### config.mk
export PLATFORM = sky130hd
export DESIGN_NAME = program_loader
export DESIGN_NICKNAME = d
export VERILOG_FILES = /design/src/rtl/program_loader.sv
export SDC_FILE = /design/constraint.sdc
export NUM_CORES = 1
export LEC_CHECK = 0
export CORE_MARGIN = 4
export CORE_UTILIZATION = 55
export CTS_CLUSTER_SIZE = 28
export DETAILED_ROUTE_END_ITERATION = 6
export GPL_ROUTABILITY_DRIVEN = 0
export GPL_TIMING_DRIVEN = 0
export HOLD_SLACK_MARGIN = 0.03
export PLACE_DENSITY = 0.87
export SKIP_LAST_GASP = 1
export SLEW_MARGIN = 10
export SYNTH_ARGS = -nofsm -noshare
export SYNTH_HDL_FRONTEND = slang
export SYNTH_SLANG_ARGS = --single-unit
### constraint.sdc
create_clock -name clk -period 3.8 [get_ports clk]
set_clock_uncertainty 0.2 [all_clocks]
set_input_delay 0.38 -clock clk [delete_from_list [all_inputs] [get_ports clk]]
set_output_delay 0.38 -clock clk [all_outputs]
set_load 0.005 [all_outputs]
### src/rtl/program_loader.sv
// Boot loader: assembles LE 32-bit words from a byte stream, writes them to main memory, verifies an XOR checksum.
// Latency: one cycle from the 4th byte of a word to its mem_wen pulse; cpu_run/error update on the deciding byte's edge.
// Backpressure: in_ready is high while loading (LEN/DATA/CSUM), low once DONE or ERROR until reload.
//
// Ports:
//   clk, rst                  clock, asynchronous active-low reset
//   in_valid/in_data/in_ready byte stream handshake
//   reload                    restart request, honoured only in DONE or ERROR
//   mem_wen/mem_waddr/mem_wdata  main-memory write port (one-cycle pulse per word)
//   cpu_run                   cpu active-low reset; 1 only after a clean load
//   error                     sticky length/checksum failure
//   words_loaded              words written in the current load
module program_loader #(
    parameter int DEPTH     = 2048,
    parameter int BASE_ADDR = 0
) (
    input  logic        clk,
    input  logic        rst,
    input  logic        in_valid,
    input  logic [7:0]  in_data,
    output logic        in_ready,
    input  logic        reload,
    output logic        mem_wen,
    output logic [31:0] mem_waddr,
    output logic [31:0] mem_wdata,
    output logic        cpu_run,
    output logic        error,
    output logic [31:0] words_loaded
);

    localparam logic [31:0] DEPTH_W = 32'(DEPTH);
    localparam logic [31:0] BASE_W  = 32'(BASE_ADDR);

    typedef enum logic [2:0] {
        S_LEN,
        S_DATA,
        S_CSUM,
        S_DONE,
        S_ERROR
    } state_t;

    state_t      state;
    state_t      state_nxt;
    logic [1:0]  byte_cnt;
    logic [23:0] partial;     // bytes 0..2 of the word being assembled
    logic [31:0] len;
    logic [31:0] acc;

    logic        take;
    logic        last_byte;
    logic [31:0] word;

    // The completed word is only meaningful on the edge that takes byte 3.
    assign word = {in_data, partial};

    always_comb begin
        state_nxt = state;
        in_ready  = 1'b0;
        take      = 1'b0;
        last_byte = 1'b0;

        in_ready  = (state == S_LEN) || (state == S_DATA) || (state == S_CSUM);
        take      = in_valid && in_ready;
        last_byte = take && (byte_cnt == 2'd3);

        case (state)
            S_LEN: begin
                if (last_byte) begin
                    if (word > DEPTH_W)
                        state_nxt = S_ERROR;
                    else if (word == 32'd0)
                        state_nxt = S_CSUM;
                    else
                        state_nxt = S_DATA;
                end
            end
            S_DATA: begin
                if (last_byte && (words_loaded + 32'd1 == len))
                    state_nxt = S_CSUM;
            end
            S_CSUM: begin
                if (last_byte)
                    state_nxt = (word == acc) ? S_DONE : S_ERROR;
            end
            S_DONE, S_ERROR: begin
                if (reload)
                    state_nxt = S_LEN;
            end
            default: state_nxt = S_LEN;
        endcase
    end

    always_ff @(posedge clk or negedge rst) begin
        if (!rst) begin
            state        <= S_LEN;
            byte_cnt     <= 2'd0;
            partial      <= 24'd0;
            len          <= 32'd0;
            acc          <= 32'd0;
            words_loaded <= 32'd0;
            mem_wen      <= 1'b0;
            mem_waddr    <= 32'd0;
            mem_wdata    <= 32'd0;
            cpu_run      <= 1'b0;
            error        <= 1'b0;
        end else begin
            state   <= state_nxt;
            mem_wen <= 1'b0;

            // Counter restarts on any state change so each phase begins at byte 0.
            if (state_nxt != state)
                byte_cnt <= 2'd0;
            else if (take)
                byte_cnt <= byte_cnt + 2'd1;

            if (take) begin
                case (byte_cnt)
                    2'd0:    partial[7:0]   <= in_data;
                    2'd1:    partial[15:8]  <= in_data;
                    2'd2:    partial[23:16] <= in_data;
                    default: ;
                endcase
            end

            if ((state == S_LEN) && last_byte)
                len <= word;

            if ((state == S_DATA) && last_byte) begin
                mem_wen      <= 1'b1;
                mem_waddr    <= BASE_W + words_loaded;
                mem_wdata    <= word;
                words_loaded <= words_loaded + 32'd1;
                acc          <= acc ^ word;
            end

            if (((state == S_DONE) || (state == S_ERROR)) && reload) begin
                words_loaded <= 32'd0;
                acc          <= 32'd0;
            end

            // Status outputs follow the state being entered, so they change on the deciding edge.
            cpu_run <= (state_nxt == S_DONE);
            error   <= (state_nxt == S_ERROR);
        end
    end

endmodule

# [Word level (Yosys, flattened, before mapping)]
# Index checks and enable logic that the tools add are counted.
[op_classes] reduce_logical=18 order_cmp=1 addsub=2 shifts=0 eq_ne=12 bitwise=1 n_div=0 mux=15 mul=0
[op_table] cell="$mux W32" n=4
[op_table] cell="$eq A32 B32 Y1" n=2
[op_table] cell="$add A32 B1 Y32 const B" n=1
[op_table] cell="$gt A32 B12 Y1 const B" n=1
[op_table] cell="$logic_not A32 Y1" n=1
[op_table] cell="$xor A32 B32 Y32" n=1
[op_table] cell="$mux W3" n=6
[op_table] cell="$pmux W3 S4" n=1
[op_table] cell="$eq A3 B2 Y1 const B" n=3
[op_table] cell="$eq A3 B3 Y1 const B" n=2
[op_table] cell="$logic_and A1 B1 Y1" n=6
[op_table] cell="$mux W2" n=3
[op_table] cell="$reduce_and A2 Y1" n=3
[op_table] cell="$eq A2 B2 Y1 const B" n=2
[op_table] cell="$reduce_bool A2 Y1" n=2
[op_table] cell="$eq A3 B1 Y1 const B" n=1
[op_table] cell="$logic_not A3 Y1" n=1
[op_table] cell="$logic_or A1 B1 Y1" n=3
[op_table] cell="$ne A3 B3 Y1" n=1
[op_table] cell="$add A2 B1 Y2 const B" n=1
[op_table] cell="$eq A2 B1 Y1 const B" n=1
[op_table] cell="$logic_not A2 Y1" n=1
[op_table] cell="$reduce_or A2 Y1" n=1
[op_table] cell="$mux W1" n=1
[totals] rom_bits=0 out_inout_bits=100 mem_count=0 latchBits=0 regBits=192 input_bits=12 mem_bits_rw=0 wordCells=62

# [Depth between registers and ports, before layout]
[logic_depth] word_depth=10 depth_mapped=10 mapped_depth_nobuf=9

# [Worst setup path before layout]
# OpenSTA, ideal clock, no wires.
[synth_path] path_kind="flip-flop to flip-flop" from="register words_loaded[0]" to="register byte_cnt[0]" setup_time_ns=0.135 n_path_buf=0 slack_ns=0.776 synth_period_minus_slack_ns=3.024 arrival_ns=2.688 required_ns=3.465 path_stages_with_launch=10 cell_sequence="dfrtp_1 ha_1 nand3_1 nor3_1 nand3_1 xnor2_1 nor4_1 nand4_1 nor4_2 nor3_1"
[synth_between] elab_chain_cells=7 elab_cells_between_ends=8 cone_classes="1 x add/sub; 2 x eq/ne; 3 x mux; 2 x reduce/logical"
[synth_rtl] element="start, declared" line="28" text="output logic [31:0] words_loaded"
[synth_rtl] element="start signal, assigned" line="132" text="words_loaded <= words_loaded + 32'd1;"
[synth_rtl] element="$add A32 B1 Y32 (*)" line="78" text="if (last_byte && (words_loaded + 32'd1 == len))"
[synth_rtl] element="$eq A32 B32 Y1 (*)" line="78"
[synth_rtl] element="$logic_and A1 B1 Y1 (*)" line="78"
[synth_rtl] element="$mux W3 (*)" line="78"
[synth_rtl] element="$pmux W3 S4 (*)" line="66" text="case (state)"
[synth_rtl] element="$ne A3 B3 Y1 (*)" line="111" text="if (state_nxt != state)"
[synth_rtl] element="$mux W2 or $reduce_bool A2 Y1 (tied branches)"
[synth_rtl] element="end signal, assigned" line="114" text="byte_cnt <= byte_cnt + 2'd1;"
[synth_rtl] element="end, declared" line="44" text="logic [1:0] byte_cnt;"
# Every way passes the cells marked *; elsewhere a longest branch is shown, timed or not.
# A chain may end at the register's enable or synchronous reset.

# [Worst setup path in the final report]
[layout_path] from="register words_loaded[0]" to="register state[0]"
[layout_between] elab_chain_cells=5
[layout_rtl] element="$add A32 B1 Y32" line="78"
[layout_rtl] element="$eq A32 B32 Y1" line="78"
[layout_rtl] element="$logic_and A1 B1 Y1" line="78"
[layout_rtl] element="$mux W3" line="78"
[layout_rtl] element="$pmux W3 S4" line="66"
[layout_rtl] element="net state_nxt[0]" line="43" text="state_t state_nxt;"
[layout_rtl] element="end signal, assigned" line="107" text="state <= state_nxt;"
[layout_rtl] element="end, declared" line="42" text="state_t state;"
# The timed path passes the listed nets, and every way through them passes these cells.

==> impl_metrics.json <==
{
  "status": "completed",
  "track_usage": 0.262,
  "grt_pass1_vias": 7803,
  "cts_buffer_depth": 2,
  "row_count": 47,
  "maxSlewHeadroom": 0.451,
  "ys_warn_count": 0,
  "synth.most_common_cell": "nand2_1",
  "end_kind": "flip-flop",
  "ys_top_cells_by_area": "dfrtp_1, nand2_1, mux2_2",
  "power_mw": 7.21,
  "dieHeight_um": 139,
  "routedWlPerCell_um": 18.8,
  "fin_nets": 1138,
  "dpl_cell_area_sq_mm": 0.0108,
  "stdcell_count": 1352,
  "overflow": 0,
  "powerDensity_mw_per_mm2": 627,
  "drt_wl_total_um": 25500,
  "viasPerCell": 5.91,
  "antenna_found_initial": 0,
  "drc": 0,
  "setup_viol": 0,
  "worstSkewPairLatency_ps": 430,
  "crit_type": "reg -> reg",
  "diodes": 0,
  "area.growth.synth_to_final_pct": 21.1,
  "rsz0062_at_grt": "no",
  "dp_cells": 1321,
  "leakagePower_nw": 5.11,
  "path_max_fanout": 9,
  "drt_first_pass_iters": 5,
  "maxCapViolations": 0,
  "syn_nets": 1014,
  "clock-sinks": 192,
  "synthTopCellsByCount": "nand2_1, dfrtp_1, o21ai_0",
  "die_w_um": 139,
  "ant_nets": 0,
  "worstPathArrival_ps": 3700,
  "numCtsBuffers": 17,
  "cp-start-kind": "flip-flop",
  "ys_async_sr_fraction": 1.00,
  "place_ws_ps": -341,
  "vias": 7997,
  "ir_drop_v": 0.000447,
  "h-tree-depth": 4,
  "ys.flop_type": "dfrtp_1",
  "cts_setup_buffers": 0,
  "ios": 112,
  "yosys.area.top_type_share": 0.507,
  "hold_ws_ps": 102,
  "ys_ff_latch": 192,
  "numPortBuffers": 103,
  "fin_ws_ps": 182,
  "grt_start_max_net_pins": 115,
  "finalCritPeriodShare": 0.952,
  "syn_area_per_cell_sq_um": 9.51,
  "holdPathStages": 3,
  "timing.final.hold_violations": 0,
  "grt_pass1_wl_um": 41000,
  "yosys.area.top_type": "dfrtp_1",
  "fmax_mhz": 276,
  "clk_pin_slew_ps": 60,
  "hp-class": "in -> reg",
  "netlist_area_sq_mm": 0.00949,
  "clockRootBuffer": "clkbuf_16",
  "start_util": 0.566,
  "final_cell_area_sq_mm": 0.0115,
  "slew_violations": 0,
  "ys_types": 60,
  "postSynthCellCount": 997,
  "cts_tree": "done",
  "worstMarginPinSlew_ps": 824,
  "drive_above_1_share": 0.113,
  "synth_seq_area_share": 0.507,
  "cp_data_required_time_ps": 3880,
  "drt_iter0_drc": 918,
  "die_area_sq_mm": 0.0194,
  "coreArea_sq_mm": 0.0168,
  "worst_r2r_path_depth": 9,
  "dp.final_hpwl_um": 17900,
  "synth_edf_count": 0,
  "period_minus_slack_ps": 3620
}
-- layer usage --
layer  part of all wire  track usage  routed length (um)
met1               0.41        0.351               10400
met2               0.48        0.421               12200
met3              0.078       0.0552                1990
met4              0.034        0.107                 870
met5                  0            0                   0
-- final timing paths --
check	start	slack [ps]	endpoint
setup / recovery	words_loaded[0]	180	state[0]
hold / removal	in_data[7]	100	mem_wdata[31]
setup reg to reg	words_loaded[0]	180	state[0]
hold reg to reg	mem_waddr[24]	270	mem_waddr[24]
max in group asynchronous	rst	2100	partial[18]
min in group asynchronous	rst	330	mem_waddr[2]
-- layout by cell type (no fill, tap or decap), types with 6 or more instances in the layout --
cell type and count:
inv_1 8, o21ai_0 108, and3_1 6, xnor2_1 64
o31ai_1 10, nand4_1 25, buf_2 10, nand2b_1 6
nand2_1 240, mux2_2 56, a31oi_1 6, clkbuf_1 49
xor2_1 18, nand3_1 14, a21oi_1 15, clkdlybuf4s50_1 102
nor3_1 18, dfrtp_1 192, clkbuf_16 17, nor4_1 12
nor2_1 62
-- through the flow --
step / utilization / TNS [ps]
after floorplan: - / 0
after global placement: 0.644 / -1073240
after detailed placement: 0.646 / -660
after CTS: 0.684 / 0
after global routing: 0.685 / 0
final: 0.685 / 0
-- worst max-delay path, cell delays in order, from the launching register on --
cell       delay [ps]
dfrtp_1           580
ha_1              320
nand3_1           280
nor2_1            380
nand3_1           160
or2_2             360
nor3_1            230
o211ai_1          230
a2111oi_2         580
o22ai_1           150
-- layout make-up --
type,count,area [sq um]
buffer,70,305
clock buffer,21,470
clock inverter,9,158
fill,1273,5270
inverter,8,30.0
multi-input combinational,727,4370
sequential,192,4800
tap,220,275
timing repair buffer,105,1070
-- logic make-up (layout without fill, tap and decap cells) --
logic type / after synthesis / in the layout / synth area share
AND/OR/NAND/NOR: 414 / 414 / 0.201
XOR/XNOR: 83 / 83 / 0.0774
AO/OA/AOI/OAI: 166 / 166 / 0.103
buffers and inverters: 78 / 213 / 0.0354
multiplexers: 59 / 59 / 0.0696
flip-flops: 192 / 192 / 0.507
adder cells (fa/ha/maj): 5 / 5 / 0.00660
-- report_power, final --
| group | switching [mW] | leakage (nW) | total [mW] | internal (mW) |
|---|---|---|---|---|
| Sequential | 0.658 | 2.56 | 3.28 | 2.62 |
| Clock | 0.756 | 0.301 | 1.90 | 1.15 |
| Combinational | 0.919 | 2.25 | 2.02 | 1.10 |
| Total | 2.33 | 5.11 | 7.21 | 4.87 |
-- state kept, by name (all words and copies together) (netlist names) --
signal        cells
len              32
words_loaded     32
mem_waddr        32
state             3
byte_cnt          2
acc              32
partial          24
mem_wen           1
mem_wdata        32
cpu_run           1
error             1
-- timing repair --
action,in CTS,in global routing
hold buffers,1,0
gates resized for setup,2,3
gates cloned,0,0
endpoints found under the setup margin,4,4
hold endpoints to repair,78,0
(Power assumes the default switching activity.)
